===== src/rtl/demux_1to8_deser.sv =====
// Serial-to-parallel 1:8 demultiplexer: steers one bit per slot into 8 lanes and
// presents each completed word on a registered valid/ready output.
module demux_1to8_deser (
    input  logic       clk,
    input  logic       rst_n,
    input  logic       din,
    input  logic       din_valid,
    input  logic       frame_start,
    output logic [7:0] y,
    output logic       y_valid,
    input  logic       y_ready,
    output logic [2:0] slot,
    output logic       overrun,
    input  logic       overrun_clr
);

    logic [2:0] slot_q, slot_d;
    logic [6:0] shadow_q, shadow_d;
    logic [7:0] y_q, y_d;
    logic       y_valid_q, y_valid_d;
    logic       overrun_q, overrun_d;

    logic       word_done;
    logic       xfer;
    logic       load;
    logic       drop;

    always_comb begin
        slot_d    = slot_q;
        shadow_d  = shadow_q;
        y_d       = y_q;
        y_valid_d = y_valid_q;
        overrun_d = overrun_q;

        // frame_start masks completion even when the counter sits on lane 7
        word_done = din_valid && !frame_start && (slot_q == 3'd7);
        xfer      = y_valid_q && y_ready;
        load      = word_done && (!y_valid_q || y_ready);
        drop      = word_done && y_valid_q && !y_ready;

        if (frame_start) begin
            if (din_valid) begin
                shadow_d = {6'b0, din};
                slot_d   = 3'd1;
            end else begin
                shadow_d = 7'b0;
                slot_d   = 3'd0;
            end
        end else if (din_valid) begin
            for (int k = 0; k < 7; k++) begin
                if (slot_q == 3'(k)) begin
                    shadow_d[k] = din;
                end
            end
            slot_d = slot_q + 3'd1;
        end

        if (load) begin
            y_d       = {din, shadow_q};
            y_valid_d = 1'b1;
        end else if (xfer) begin
            y_valid_d = 1'b0;
        end

        if (drop) begin
            overrun_d = 1'b1;
        end else if (overrun_clr) begin
            overrun_d = 1'b0;
        end
    end

    always_ff @(posedge clk or negedge rst_n) begin
        if (!rst_n) begin
            slot_q    <= 3'd0;
            shadow_q  <= 7'b0;
            y_q       <= 8'h00;
            y_valid_q <= 1'b0;
            overrun_q <= 1'b0;
        end else begin
            slot_q    <= slot_d;
            shadow_q  <= shadow_d;
            y_q       <= y_d;
            y_valid_q <= y_valid_d;
            overrun_q <= overrun_d;
        end
    end

    assign y       = y_q;
    assign y_valid = y_valid_q;
    assign slot    = slot_q;
    assign overrun = overrun_q;

endmodule

===== config.mk =====
export PLATFORM = sky130hd
export DESIGN_NAME = demux_1to8_deser
export DESIGN_NICKNAME = d
export VERILOG_FILES = /design/src/rtl/demux_1to8_deser.sv
export SDC_FILE = /design/constraint.sdc
export NUM_CORES = 1
export LEC_CHECK = 0
export CAP_MARGIN = 20
export CORE_ASPECT_RATIO = 0.5
export CORE_UTILIZATION = 25
export DETAILED_ROUTE_END_ITERATION = 6
export PLACE_DENSITY = 0.45
export SYNTH_ARGS = -nofsm -noshare
export SYNTH_HDL_FRONTEND = slang
export SYNTH_SLANG_ARGS = --single-unit

===== constraint.sdc =====
create_clock -name clk -period 4.4 [get_ports clk]
set_input_delay 0.66 -clock clk [delete_from_list [all_inputs] [get_ports clk]]
set_output_delay 0.66 -clock clk [all_outputs]
set_load 0.01 [all_outputs]

==> results_dict.tcl, run 1 <==
set metrics [dict create \
    clock.fmax_mhz 422 \
    syn_avg_cell_area_um2 12.6 \
    grt_pass1_wl_mm 3.09 \
    die_area_um2 4080 \
    cts_tree "done" \
    drtAntennaViolNets 0 \
    dr.pass1.iters 4 \
    synth_area_leaders "dfrtp_1, mux2_4, ha_1" \
    clk_pin_slew_worst_paths_ps 80 \
    synth_most_common_cell "dfrtp_1" \
    crit_fanout 14 \
    hold_path_class "reg2reg" \
    port_buffers 19 \
    synth.top_cell.area_share 0.524 \
    area_growth_pct 32.0 \
    yosysUniqueCellTypes 21 \
    cts_root_buf "clkbuf_8" \
    swShare 0.230 \
    crit_type "in2reg" \
    crit_required_ps 4550 \
    status "finished, final reports clean" \
    p_int_w 0.000347 \
    rsz0062_at_grt "no" \
    arrival_ps 2520 \
    placementRows 15 \
    wire_per_inst_um 13.0 \
    power_density_nw_per_um2 357 \
    grt_overflow 0 \
    clk_path_buf_depth 2 \
    clkPwrFrac 0.417 \
    synth-main-ff-cell "dfrtp_1" \
    core_um2 3550 \
    cts_setup_buffers 0 \
    drt_wl_total_mm 1.90 \
    die_y_um 45.7 \
    antenna_found_initial 0 \
    cp-end-kind "flip-flop" \
    fillerInstances 336 \
    skew_ps 2.54 \
    synth_top_area_cell "dfrtp_1" \
    pin_count 20 \
    yosysWarningCount 0 \
    clock-sinks 20 \
    n_antenna_cell 0 \
    final_nets 110 \
    regArea_um2 500 \
    synth_edf_count 0 \
    slew_viol_final 0 \
    tns_ps 0 \
    clock_latency_ps 260 \
    vdd_drop_max_v 0.000104 \
    cts_resized 0 \
    drive_gt1_frac 0.146 \
    grt_pass1_vias 602 \
    start_util 0.269 \
    min_period_ps 2370 \
    ys_ff_latch 20 \
    drc_errors 0 \
    die_w_um 89.4 \
    switching_power_w 0.000104 \
    worstMarginPinSlew_ps 897 \
    viasPerCell 4.07 \
    post-route-period-util 0.539 \
    p_seq_frac 0.448 \
    cellLeakagePower_nw 0.593 \
    pwr-share-comb 0.135 \
    hold_ws_ps 519 \
    startpoint_type "primary input" \
    drt_iter0_markers 41 \
    setup_violations 0 \
    maxCapViolCount 0 \
    cts_max_level 1 \
    max-slew-margin-rel 0.400 \
    grtUsageTotal 0.108 \
    synth_cells 76 \
    ys_seq_area_frac 0.524 \
    ys_async_sr_fraction 1.00 \
    synth_nets 89 \
    dp_hpwl_mm 1.44 \
    gp_congestion 0.738 \
    yosys-top-cells-count "dfrtp_1, mux2_4, nor2_1" \
    cts-buffers-inserted 3 \
    hold_violations 0 \
    cts_hold_buf 0 \
    grt_max_degree 21 \
    multi_input_area_um2 415 \
    syn_area_um2 955 \
    dr_total_vias 598 \
    final_util 0.355 \
]
==> stage by stage <==
step / cells / worst slack [ps] / total power [W] / area [µm²]
2_1_floorplan: 76 / 2830 / 0.000235 / 955
3_3_place_gp: 143 / 1810 / 0.000263 / 1190
3_5_place_dp: 143 / 1730 / 0.000267 / 1190
4_1_cts: 147 / 2010 / 0.000455 / 1260
5_1_grt: 147 / 1920 / 0.000473 / 1260
6_report: 147 / 2030 / 0.000450 / 1260
==> area by class of cell <==
| type | count | area share |
|---|---|---|
| Clock buffer | 3 | 0.0328 |
| Tap cell | 51 | 0.0506 |
| Inverter | 5 | 0.0149 |
| Timing Repair Buffer | 19 | 0.151 |
| Multi-Input combinational cell | 48 | 0.330 |
| Clock inverter | 1 | 0.0238 |
| Sequential cell | 20 | 0.397 |
==> routing by layer <==
layer  track usage  share of wire  vias up
met2         0.179           0.45       13
li1              -              -      295
met1         0.137           0.50      288
met4        0.0286          0.010        0
met3        0.0380          0.034        2
met5             0              0        -
==> state kept, by name, indices dropped and copies added (netlist names) <==
| name | flops |
|---|---|
| overrun | 1 |
| shadow_q | 7 |
| y_valid | 1 |
| y | 8 |
| slot | 3 |
==> cells by family (layout without fill, tap and decap cells) <==
family	count (synthesis)	count (layout)	share of synthesized area
muxes	14	14	0.189
DFF	20	20	0.524
buffers and inverters	8	28	0.0406
AOI/OAI and AO/OA	6	6	0.0406
adders and majority gates	6	6	0.0786
and+or+nand+nor	21	21	0.118
xor gates and xnor gates	1	1	0.00918
==> path summary, 6_finish.rpt <==
kind                       startpoint  endpoint  slack (ps)  depth (start not counted)
min                              y[6]      y[6]         520                          1
min in group asynchronous       rst_n      y[2]         900                          1
min reg2reg                      y[6]      y[6]         520                          1
max                         din_valid      y[4]        2030                          4
max in group asynchronous       rst_n   slot[0]        2950                          1
max reg2reg                   slot[0]      y[4]        2470                          5
==> cell usage in the layout (no fill, tap or decap), types with 2 or more instances in the layout <==
cell | synthesis | final
inv_1 | 5 | 5
clkbuf_8 | 0 | 3
nand2_1 | 4 | 4
nor2_1 | 7 | 7
mux2_4 | 8 | 8
dfrtp_1 | 20 | 20
a21oi_1 | 2 | 2
clkdlybuf4s50_1 | 0 | 19
nand3_1 | 4 | 4
ha_1 | 6 | 6
mux2i_1 | 6 | 6
nand3b_1 | 3 | 3
==> worst max-delay path, stage by stage <==
cell	delay, ps
clkdlybuf4s50_1	770
nand3b_1	230
nor2b_2	520
mux2_4	340
==> power groups by stage <==
stage	sequential (W)	clock, W	combinational (W)
after detailed placement	0.000205	0	0.0000619
after CTS	0.000202	0.000191	0.0000621
after floorplan	0.000206	0	0.0000286
after global routing	0.000203	0.000202	0.0000677
after global placement	0.000204	0	0.0000587
final	0.000202	0.000188	0.0000607
No activity file was read; power rests on OpenSTA's default activity.
==> run 2: changes to the inputs <==
- PLACE_DENSITY: 0.45 -> 0.47
- clock period: 4.4 -> 1.9 ns (I/O delays scaled with it)
==> run 2 against run 1 <==
Compared with the run above:
- clock power grew 77%
- first-iteration DRC count shrank 46%
- clock skew grew 0.77 ps
- critical path type is now reg2reg
==> results_dict.tcl, run 2 (synthesis results as in run 1) <==
set metrics [dict create \
    crit_fanout 8 \
    die_y_um 45.7 \
    placementRows 15 \
    viasPerCell 4.05 \
    drc_errors 0 \
    gp_congestion 0.719 \
    core_um2 3550 \
    drtAntennaViolNets 0 \
    startpoint_type "flip-flop" \
    placed_cells 147 \
    final_cell_mix "dfrtp_1, clkdlybuf4s50_1, mux2_4" \
    cts_resized 0 \
    dp_hpwl_mm 1.26 \
    regArea_um2 500 \
    pin_count 20 \
    fillerInstances 346 \
    slew_viol_final 0 \
    start_util 0.269 \
    dr.pass1.iters 2 \
    largest_register_ffs 8 \
    setup_violations 0 \
    drt_wl_total_mm 1.81 \
    clk_path_buf_depth 2 \
    clock-sinks 20 \
    arrival_ps 1820 \
    power_density_nw_per_um2 731 \
    multi_input_area_um2 415 \
    n_antenna_cell 0 \
    wire_per_inst_um 12.0 \
    crit_type "reg2reg" \
    clock.fmax_mhz 598 \
    die_w_um 89.4 \
    grtUsageTotal 0.0995 \
    cts_root_buf "clkbuf_8" \
    crit_required_ps 2050 \
    status "finished, final reports clean" \
    grt_overflow 0 \
    cellLeakagePower_nw 0.608 \
    max-slew-margin-rel 0.810 \
    drive_gt1_frac 0.180 \
    min_period_ps 1670 \
    grt_pass1_vias 563 \
    port_buffers 19 \
    vdd_drop_max_v 0.000220 \
    cts-buffers-inserted 3 \
    drt_iter0_markers 22 \
    grt_pass1_wl_mm 2.79 \
    rsz0062_at_grt "no" \
    dpl-instance-area_um2 1230 \
    hold_violations 0 \
    clock_latency_ps 260 \
    final_area_um2 1290 \
    final_common_cell "dfrtp_1" \
    grt_max_degree 21 \
    power.total_w 0.000941 \
    final_nets 114 \
    cts_tree "done" \
    cts_hold_buf 0 \
    cts_max_level 1 \
    area_growth_pct 34.7 \
    cts_setup_buffers 0 \
    antenna_found_initial 0 \
    tns_ps 0 \
    cp-end-kind "flip-flop" \
    clk_pin_slew_worst_paths_ps 80 \
    die_area_um2 4080 \
    dr_total_vias 612 \
    maxCapViolCount 0 \
    hold_path_class "in2async" \
    post-route-period-util 0.880 \
    worstMarginPinSlew_ps 284 \
    skew_ps 3.32 \
    fin_cells 151 \
]
-- run 2: cell count changes in the layout (fill, tap and decap cells not counted), sizes merged --
cell / previous run / this run
clkbuf: 3 / 4
buf: 0 / 4
bufinv: 1 / 0
-- run 2: critical path: stages (launching register included) --
cell,delay (ps)
dfrtp_1,420
ha_1,220
ha_1,150
nand3b_1,130
nor2b_2,180
buf_12,160
mux2_4,300
-- run 2: final timing paths --
kind / startpoint / endpoint / slack (ps) / cells after the start
min in group clk: shadow_q[0] / y[0] / 510 / 1
worst min register to register: shadow_q[0] / y[0] / 510 / 1
worst max register to register: slot[0] / y[7] / 230 / 6
max in group asynchronous: rst_n / y[6] / 1330 / 2
worst min-delay path: rst_n / y[5] / 360 / 2
worst max-delay path: slot[0] / y[7] / 230 / 6
-- run 2: report_power, final --
group,internal [W],switching [W]
Sequential,0.000446,0.0000201
Combinational,0.0000788,0.0000640
Clock,0.000185,0.000147
-- run 2: area by class of cell --
type,instances,area share
Inverter,5,0.0146
Tap cell,51,0.0496
Sequential cell,20,0.389
Multi-Input combinational cell,48,0.323
Clock buffer,4,0.0428
Timing Repair Buffer,23,0.181
-- run 2: per-layer routing --
metal / vias to the layer above / global-route usage / share of wire
li1: 307 / - / -
met1: 291 / 0.144 / 0.54
met2: 12 / 0.137 / 0.41
met3: 2 / 0.0417 / 0.043
met4: 0 / 0.0190 / 0.0055
met5: - / 0 / 0
-- run 2: per-stage QoR --
stage / worst slack (ps) / hold WS (ps) / utilization
after floorplan: 332 / -10.6 / -
after global placement: 233 / 486 / 0.347
after detailed placement: 206 / 496 / 0.347
after CTS: 215 / 375 / 0.363
after global routing: 126 / 383 / 0.363
final: 228 / 361 / 0.363
==> run 3: changes to the inputs <==
- SKIP_CTS_REPAIR_TIMING: not set -> 1
==> results of run 3 <==
Final layout, timing and power as in run 2 (identical DEF).
